`config.mk`:
```
export PLATFORM = sky130hd
export DESIGN_NAME = wbm_cmd_master_flat
export DESIGN_NICKNAME = d
export VERILOG_FILES = /design/src/rtl/wbm_cmd_master_if.sv /design/src/rtl/wbm_cmd_master.sv /design/src/flat_wrapper.sv
export SDC_FILE = /design/constraint.sdc
export NUM_CORES = 1
export LEC_CHECK = 0
export CORE_UTILIZATION = 43
export DETAILED_ROUTE_END_ITERATION = 16
export HOLD_SLACK_MARGIN = 0.06
export MAX_ROUTING_LAYER = met4
export PLACE_DENSITY = 0.88
export SKIP_CTS_REPAIR_TIMING = 1
export SYNTH_ARGS = -nofsm -noshare
export SYNTH_HDL_FRONTEND = slang
export SYNTH_SLANG_ARGS = --single-unit
```
`constraint.sdc`:
```
create_clock -name wb_clk_i -period 3.14 [get_ports wb_clk_i]
set_input_delay 0.785 -clock wb_clk_i [delete_from_list [all_inputs] [get_ports wb_clk_i]]
set_output_delay 0.785 -clock wb_clk_i [all_outputs]
set_load 0.02 [all_outputs]
```
`src/rtl/wbm_cmd_master_if.sv`:
```
// wbm_cmd_master_if: command/response port plus Wishbone master bus of wbm_cmd_master.
// The master modport is the bus master's view; slave is the fabric/interconnect side.
interface wbm_cmd_master_if #(
    parameter int BUS_DATA_WIDTH = 32,
    parameter int BUS_ADDR_WIDTH = 8
);
    logic                          cmd_valid_i;
    logic                          cmd_ready_o;
    logic                          cmd_we_i;
    logic [BUS_ADDR_WIDTH-1:0]     cmd_adr_i;
    logic [BUS_DATA_WIDTH-1:0]     cmd_dat_i;
    logic [BUS_DATA_WIDTH/8-1:0]   cmd_sel_i;
    logic                          rsp_valid_o;
    logic [BUS_DATA_WIDTH-1:0]     rsp_dat_o;
    logic                          rsp_err_o;
    logic                          rsp_timeout_o;
    logic                          wbm_cyc_o;
    logic                          wbm_stb_o;
    logic                          wbm_we_o;
    logic [BUS_DATA_WIDTH/8-1:0]   wbm_sel_o;
    logic [BUS_ADDR_WIDTH-1:0]     wbm_adr_o;
    logic [BUS_DATA_WIDTH-1:0]     wbm_dat_o;
    logic [BUS_DATA_WIDTH-1:0]     wbm_dat_i;
    logic                          wbm_ack_i;
    logic                          wbm_err_i;

    modport master (
        input  cmd_valid_i, cmd_we_i, cmd_adr_i, cmd_dat_i, cmd_sel_i,
        input  wbm_dat_i, wbm_ack_i, wbm_err_i,
        output cmd_ready_o, rsp_valid_o, rsp_dat_o, rsp_err_o, rsp_timeout_o,
        output wbm_cyc_o, wbm_stb_o, wbm_we_o, wbm_sel_o, wbm_adr_o, wbm_dat_o
    );

    modport slave (
        output cmd_valid_i, cmd_we_i, cmd_adr_i, cmd_dat_i, cmd_sel_i,
        output wbm_dat_i, wbm_ack_i, wbm_err_i,
        input  cmd_ready_o, rsp_valid_o, rsp_dat_o, rsp_err_o, rsp_timeout_o,
        input  wbm_cyc_o, wbm_stb_o, wbm_we_o, wbm_sel_o, wbm_adr_o, wbm_dat_o
    );
endinterface

```
`src/rtl/wbm_cmd_master.sv`:
```
// wbm_cmd_master: Wishbone classic single-transfer master driven by a valid/ready command port.
// Define WBM_TIMEOUT_EN to abort cycles left unanswered for TIMEOUT_CYCLES cycles.
module wbm_cmd_master #(
    parameter int BUS_DATA_WIDTH = 32,
    parameter int BUS_ADDR_WIDTH = 8,
    parameter int TIMEOUT_CYCLES = 255
) (
    input logic              wb_clk_i,
    input logic              wb_rst_n_i,
    wbm_cmd_master_if.master bus
);
    typedef enum logic [1:0] {IDLE, BUS, RELEASE} state_t;

    state_t state;
    logic   timed_out;

`ifdef WBM_TIMEOUT_EN
    localparam int            CW   = $clog2(TIMEOUT_CYCLES + 1);
    localparam logic [CW-1:0] LAST = CW'(TIMEOUT_CYCLES - 1);
    logic [CW-1:0] cnt;
    assign timed_out = cnt == LAST;
`else
    assign timed_out = 1'b0;
    assign bus.rsp_timeout_o = 1'b0;
`endif

    always_ff @(posedge wb_clk_i or negedge wb_rst_n_i) begin
        if (!wb_rst_n_i) begin
            state           <= IDLE;
            bus.cmd_ready_o <= 1'b0;
            bus.rsp_valid_o <= 1'b0;
            bus.rsp_dat_o   <= {BUS_DATA_WIDTH{1'b0}};
            bus.rsp_err_o   <= 1'b0;
            bus.wbm_cyc_o   <= 1'b0;
            bus.wbm_stb_o   <= 1'b0;
            bus.wbm_we_o    <= 1'b0;
            bus.wbm_sel_o   <= {(BUS_DATA_WIDTH/8){1'b0}};
            bus.wbm_adr_o   <= {BUS_ADDR_WIDTH{1'b0}};
            bus.wbm_dat_o   <= {BUS_DATA_WIDTH{1'b0}};
`ifdef WBM_TIMEOUT_EN
            bus.rsp_timeout_o <= 1'b0;
            cnt               <= '0;
`endif
        end else begin
            bus.rsp_valid_o <= 1'b0;
            bus.rsp_err_o   <= 1'b0;
`ifdef WBM_TIMEOUT_EN
            bus.rsp_timeout_o <= 1'b0;
`endif
            case (state)
                IDLE: begin
                    if (bus.cmd_valid_i && bus.cmd_ready_o) begin
                        bus.cmd_ready_o <= 1'b0;
                        bus.wbm_cyc_o   <= 1'b1;
                        bus.wbm_stb_o   <= 1'b1;
                        bus.wbm_we_o    <= bus.cmd_we_i;
                        bus.wbm_sel_o   <= bus.cmd_sel_i;
                        bus.wbm_adr_o   <= bus.cmd_adr_i;
                        bus.wbm_dat_o   <= bus.cmd_dat_i;
`ifdef WBM_TIMEOUT_EN
                        cnt <= '0;
`endif
                        state <= BUS;
                    end else begin
                        bus.cmd_ready_o <= 1'b1;
                    end
                end
                BUS: begin
                    // ERR wins over a simultaneous ACK; read data is captured only on a clean read ACK
                    if (bus.wbm_err_i || bus.wbm_ack_i || timed_out) begin
                        bus.wbm_cyc_o   <= 1'b0;
                        bus.wbm_stb_o   <= 1'b0;
                        bus.wbm_we_o    <= 1'b0;
                        bus.rsp_valid_o <= 1'b1;
                        bus.rsp_err_o   <= bus.wbm_err_i;
                        if (bus.wbm_ack_i && !bus.wbm_err_i && !bus.wbm_we_o)
                            bus.rsp_dat_o <= bus.wbm_dat_i;
`ifdef WBM_TIMEOUT_EN
                        bus.rsp_timeout_o <= !bus.wbm_err_i && !bus.wbm_ack_i;
`endif
                        state <= RELEASE;
                    end
`ifdef WBM_TIMEOUT_EN
                    else begin
                        cnt <= cnt + 1'b1;
                    end
`endif
                end
                RELEASE: begin
                    // slaves hold ACK until STB drops; wait it out so it cannot end the next cycle
                    if (!bus.wbm_ack_i && !bus.wbm_err_i) begin
                        bus.cmd_ready_o <= 1'b1;
                        state           <= IDLE;
                    end
                end
                default: state <= IDLE;
            endcase
        end
    end
endmodule

```
`src/flat_wrapper.sv`:
```
// flat-port wrapper written by rule: the top's interface ports become plain ports
module wbm_cmd_master_flat 
#(
    parameter int BUS_DATA_WIDTH = 32,
    parameter int BUS_ADDR_WIDTH = 8,
    parameter int TIMEOUT_CYCLES = 255
)
  (wb_clk_i, wb_rst_n_i, bus_cmd_valid_i, bus_cmd_we_i, bus_cmd_adr_i, bus_cmd_dat_i, bus_cmd_sel_i, bus_wbm_dat_i, bus_wbm_ack_i, bus_wbm_err_i, bus_cmd_ready_o, bus_rsp_valid_o, bus_rsp_dat_o, bus_rsp_err_o, bus_rsp_timeout_o, bus_wbm_cyc_o, bus_wbm_stb_o, bus_wbm_we_o, bus_wbm_sel_o, bus_wbm_adr_o, bus_wbm_dat_o);
  wbm_cmd_master_if #(.BUS_DATA_WIDTH(BUS_DATA_WIDTH), .BUS_ADDR_WIDTH(BUS_ADDR_WIDTH)) bus_i ();
  input logic wb_clk_i;
  input logic wb_rst_n_i;
  input wire logic [$bits(bus_i.cmd_valid_i)-1:0] bus_cmd_valid_i;
  input wire logic [$bits(bus_i.cmd_we_i)-1:0] bus_cmd_we_i;
  input wire logic [$bits(bus_i.cmd_adr_i)-1:0] bus_cmd_adr_i;
  input wire logic [$bits(bus_i.cmd_dat_i)-1:0] bus_cmd_dat_i;
  input wire logic [$bits(bus_i.cmd_sel_i)-1:0] bus_cmd_sel_i;
  input wire logic [$bits(bus_i.wbm_dat_i)-1:0] bus_wbm_dat_i;
  input wire logic [$bits(bus_i.wbm_ack_i)-1:0] bus_wbm_ack_i;
  input wire logic [$bits(bus_i.wbm_err_i)-1:0] bus_wbm_err_i;
  output wire logic [$bits(bus_i.cmd_ready_o)-1:0] bus_cmd_ready_o;
  output wire logic [$bits(bus_i.rsp_valid_o)-1:0] bus_rsp_valid_o;
  output wire logic [$bits(bus_i.rsp_dat_o)-1:0] bus_rsp_dat_o;
  output wire logic [$bits(bus_i.rsp_err_o)-1:0] bus_rsp_err_o;
  output wire logic [$bits(bus_i.rsp_timeout_o)-1:0] bus_rsp_timeout_o;
  output wire logic [$bits(bus_i.wbm_cyc_o)-1:0] bus_wbm_cyc_o;
  output wire logic [$bits(bus_i.wbm_stb_o)-1:0] bus_wbm_stb_o;
  output wire logic [$bits(bus_i.wbm_we_o)-1:0] bus_wbm_we_o;
  output wire logic [$bits(bus_i.wbm_sel_o)-1:0] bus_wbm_sel_o;
  output wire logic [$bits(bus_i.wbm_adr_o)-1:0] bus_wbm_adr_o;
  output wire logic [$bits(bus_i.wbm_dat_o)-1:0] bus_wbm_dat_o;
  assign bus_i.cmd_valid_i = bus_cmd_valid_i;
  assign bus_i.cmd_we_i = bus_cmd_we_i;
  assign bus_i.cmd_adr_i = bus_cmd_adr_i;
  assign bus_i.cmd_dat_i = bus_cmd_dat_i;
  assign bus_i.cmd_sel_i = bus_cmd_sel_i;
  assign bus_i.wbm_dat_i = bus_wbm_dat_i;
  assign bus_i.wbm_ack_i = bus_wbm_ack_i;
  assign bus_i.wbm_err_i = bus_wbm_err_i;
  assign bus_cmd_ready_o = bus_i.cmd_ready_o;
  assign bus_rsp_valid_o = bus_i.rsp_valid_o;
  assign bus_rsp_dat_o = bus_i.rsp_dat_o;
  assign bus_rsp_err_o = bus_i.rsp_err_o;
  assign bus_rsp_timeout_o = bus_i.rsp_timeout_o;
  assign bus_wbm_cyc_o = bus_i.wbm_cyc_o;
  assign bus_wbm_stb_o = bus_i.wbm_stb_o;
  assign bus_wbm_we_o = bus_i.wbm_we_o;
  assign bus_wbm_sel_o = bus_i.wbm_sel_o;
  assign bus_wbm_adr_o = bus_i.wbm_adr_o;
  assign bus_wbm_dat_o = bus_i.wbm_dat_o;
  wbm_cmd_master #(.BUS_DATA_WIDTH(BUS_DATA_WIDTH), .BUS_ADDR_WIDTH(BUS_ADDR_WIDTH), .TIMEOUT_CYCLES(TIMEOUT_CYCLES)) u_core (.wb_clk_i(wb_clk_i), .wb_rst_n_i(wb_rst_n_i), .bus(bus_i));
endmodule
```
==> results list <==
* Area overhead of the layout relative to synthesis: 57.1%
* Die height: around 89 um
- Ranking of synthesized cells by instance count: 83 x dfrtp_1, 46 x mux2_2, 30 x mux2_4, 5 x nor2_1
* Setup violators final: 0
- The placed instances occupy a cell area of around 5000 sq um.
- Clock-pin slew was measured on the worst setup and hold paths at approximately 80 ps.
- Final Hold Fails: 0
- Counting I/O delays and the setup requirement, the final critical path takes between 2000 and 2500 ps.
* Via count of the first global-routing pass: 2303
- Synth area leaders: dfrtp_1 63%, mux2_2 16%, mux2_4 14%, buf_12 1.8%, buf_6 0.68%
- CTS placed an instance of clkbuf_8 at the clock tree root.
- Yosys printed 0 warnings.
- Effective utilization at floorplan: 0.449
- The initialized floorplan defines 31 standard-cell rows.
* Combinational family with the most area after synthesis: multiplexers
* Power per standard cell area: 1060 nW/um^2
- Number of slew-limit violations in the final report: 0
- Yosys cell types: 19
- Setup repair after global routing left no endpoint under its margin.
* Total routed wirelength: 7530 um
- ANT nets after route: 0
- Worst-Skew Late Latency: between 300 and 400 ps
- Between clock sinks in the finished design, the worst skew comes to ~6.7 ps.
- In the global route stage, overall resource usage came out at 0.200.
* Number of DRC markers after the initial detailed-route iteration: slightly below 80
- Buffers placed on the I/O ports in this run total between 150 and 200.
- VDD sags by at most about 0.57 mV.
* Adder and majority gate portion of the synthesized area: 0
- TritonCTS built the clock tree.
* Initial antenna violation count: 0
- Minimum setup slack among reg-to-reg paths: roughly 1200 ps
- The floorplan step defined a die boundary enclosing 8010 sq um.
* Compound-cell area share of the yosys netlist: 0.0114
- Pin placement for this block handled ~170 I/O pins.
* Average vias per placed instance: 4.81
- Measured against the total synthesized area, the mux share comes to 0.294.
- The pre-antenna-repair detailed-routing pass consisted of 4 iterations.
* Static power due to leakage: approximately 2.3 nW
- Non-filler instance count after layout: 461
* CTS max path bufs: 2
* Post-detailed-route DRC marker count: 0
- Layout cell share with drive strength beyond 1: 0.265
- After synthesis the netlist holds a flip-flop and latch count of 83.
- Dividing the detail-routed wire length by the instance count gives around 16 um.
* Post-synth EDFFs: 0
* Part of the Yosys area used for sequential elements: 0.631
- Fill cells in the final layout number a little over 500.
* Cell type contributing the most total cell area after synthesis: dfrtp_1
- Setup tns final: 0 ps
- Final period util: 0.732
* Largest net degree at the start of global routing: between 40 and 50
- The share of total power dissipated in the clock network is 0.149.
- Max-cap violations in this run came to 0.
- Count of clock tree sinks: 83
- The H-tree generated during clock tree synthesis spans 3 levels.
- The congestion estimate from routability-driven global placement came to approximately 0.71.
- FF-to-FF End: u_core.bus.rsp_dat_o[13]$_DFFE_PN0P_
* Slew margin rel.: 0.611
* Cell area after technology mapping: 3290 sq um
- Of the total power, registers draw 0.344.
- For the pin with the worst max-slew slack, the measured transition is slightly below 600 ps.
* Startpoint of the most critical register-to-register path: u_core.state[1]$_DFFE_PN0P_
- Area share of the largest cell type after synthesis: 0.631
- Switching power as a share of total power: 0.341
- The final layout contains between 400 and 500 nets.
- Number of buffers created by CTS: 9
- After synthesis, the mean cell area works out to about 17 sq um.
- The cell count after synthesis came out at around 190.
- Global routing finished with a remaining overflow of 0.
* Antenna Diode Count: 0
- Placeable Area: ~7300 sq um
- After routing the design area is just over 5000 sq um.
* Global-route wire length before repair: ~11000 um
* Proportion of synthesized flip-flops having asynchronous set or reset: 1.00
- Worst EP required: 3370 ps
- Kind of end point of the critical path: flip-flop
- Post-Synth XOR/XNOR Area: 0
* Nature of the critical path startpoint: input port
- Data on the critical path arrives at its endpoint at between 2000 and 3000 ps.
- Of the total synthesized cell area, the portion taken by AND, OR, NAND and NOR gates is 0.0232.
* Post-DP HPWL: around 5500 um
* Total net switching power: around 0.0019 W
- After detailed placement, the design holds a cell count of 445.
* Critical Setup Path Class: input port to flip-flop
- Most instantiated library cell after synthesis: dfrtp_1
- Derived from the worst setup path, the maximum achievable clock frequency is between 0.4 and 0.5 GHz.
- For the worst flop-to-flop path, the logic depth is 3.
- Maximum fanout along the worst path: 32
- The number of nets in the synthesized netlist is between 200 and 300.
- Comb pwr share: 0.507
- The die is around 90 um wide.
- The flow ran to the end, and the final reports show no timing, DRC or antenna violations.
* Internal Power: roughly 0.0036 W
- Among all flip-flop cells after synthesis, the most frequent one is dfrtp_1.
- The tightest min-delay check is of the input port to async pin type.
* Total vias in the final route: around 2200
==> cell type report <==
class,count,area (sq um),share of cell area
clock buffer,11,131,0.0254
clock inverter,5,77.6,0.0150
inverter,2,7.51,0.00145
multi-input combinational,96,1090,0.210
sequential,83,2080,0.402
tap,99,124,0.0239
timing repair buffer,165,1670,0.323
==> cell families (layout without fill, tap and decap cells) <==
| group | Yosys count | count (layout) |
|---|---|---|
| DFF | 83 | 83 |
| muxes | 76 | 76 |
| buffers and inverters | 14 | 183 |
| and+or+nand+nor | 12 | 12 |
| AOI/OAI and AO/OA | 7 | 7 |
| other | 1 | 1 |
==> registers in the layout, indices dropped and copies added, names as in the netlist <==
register	flops
u_core.bus.cmd_ready_o	1
u_core.bus.rsp_dat_o	32
u_core.bus.rsp_err_o	1
u_core.bus.rsp_valid_o	1
u_core.bus.wbm_adr_o	8
u_core.bus.wbm_cyc_o	1
u_core.bus.wbm_dat_o	32
u_core.bus.wbm_sel_o	4
u_core.bus.wbm_we_o	1
u_core.state	2
==> placed cells by master (no fill, tap or decap), types with 2 or more instances in the layout <==
| cell | n |
|---|---|
| dfrtp_1 | 83 |
| a21oi_1 | 2 |
| o21ai_0 | 4 |
| bufinv_16 | 2 |
| buf_12 | 2 |
| nand3_1 | 2 |
| clkbuf_8 | 9 |
| nand2_1 | 2 |
| nor2_1 | 5 |
| clkbuf_1 | 2 |
| inv_1 | 2 |
| mux2_2 | 46 |
| clkdlybuf4s50_1 | 162 |
| clkinv_2 | 2 |
| mux2_4 | 30 |
==> worst max-delay path, stage by stage <==
cell and delay, ps:
clkdlybuf4s50_1 480, or4b_4 860, mux2_4 400
==> power groups by stage <==
stage	clock network (W)	registers [W]	logic (W)
after floorplan	0	0.00253	0.000865
after global placement	0	0.00189	0.00275
after detailed placement	0	0.00192	0.00281
after CTS	0.000839	0.00190	0.00282
after global routing	0.000880	0.00197	0.00295
final	0.000819	0.00189	0.00279
==> per-layer routing <==
layer,up-vias,track usage,part of all wire
met5,-,-,0
met4,0,0.0808,0.020
met3,14,0.0739,0.089
met2,106,0.336,0.50
met1,1092,0.215,0.39
li1,1006,-,-
==> through the flow <==
stage	hold WS (ps)	power [W]	utilization	setup slack [ps]
floorplan	489	0.00339	-	1140
global placement	489	0.00463	0.677	521
detailed placement	495	0.00473	0.677	481
CTS	435	0.00557	0.706	853
global route	457	0.00579	0.706	831
finish	426	0.00550	0.706	841
==> how the worst max path moves through the flow <==
stage / from / to
after floorplan: bus_wbm_err_i / u_core.bus.rsp_dat_o[10]$_DFFE_PN0P_
after detailed placement: bus_wbm_err_i / u_core.bus.rsp_dat_o[13]$_DFFE_PN0P_
after CTS: bus_wbm_err_i / u_core.bus.rsp_dat_o[13]$_DFFE_PN0P_
after global placement: bus_wbm_err_i / u_core.bus.rsp_dat_o[4]$_DFFE_PN0P_
final: bus_wbm_err_i / u_core.bus.rsp_dat_o[13]$_DFFE_PN0P_
after global routing: bus_wbm_err_i / u_core.bus.rsp_dat_o[29]$_DFFE_PN0P_
No activity file was read; power rests on OpenSTA's default activity.
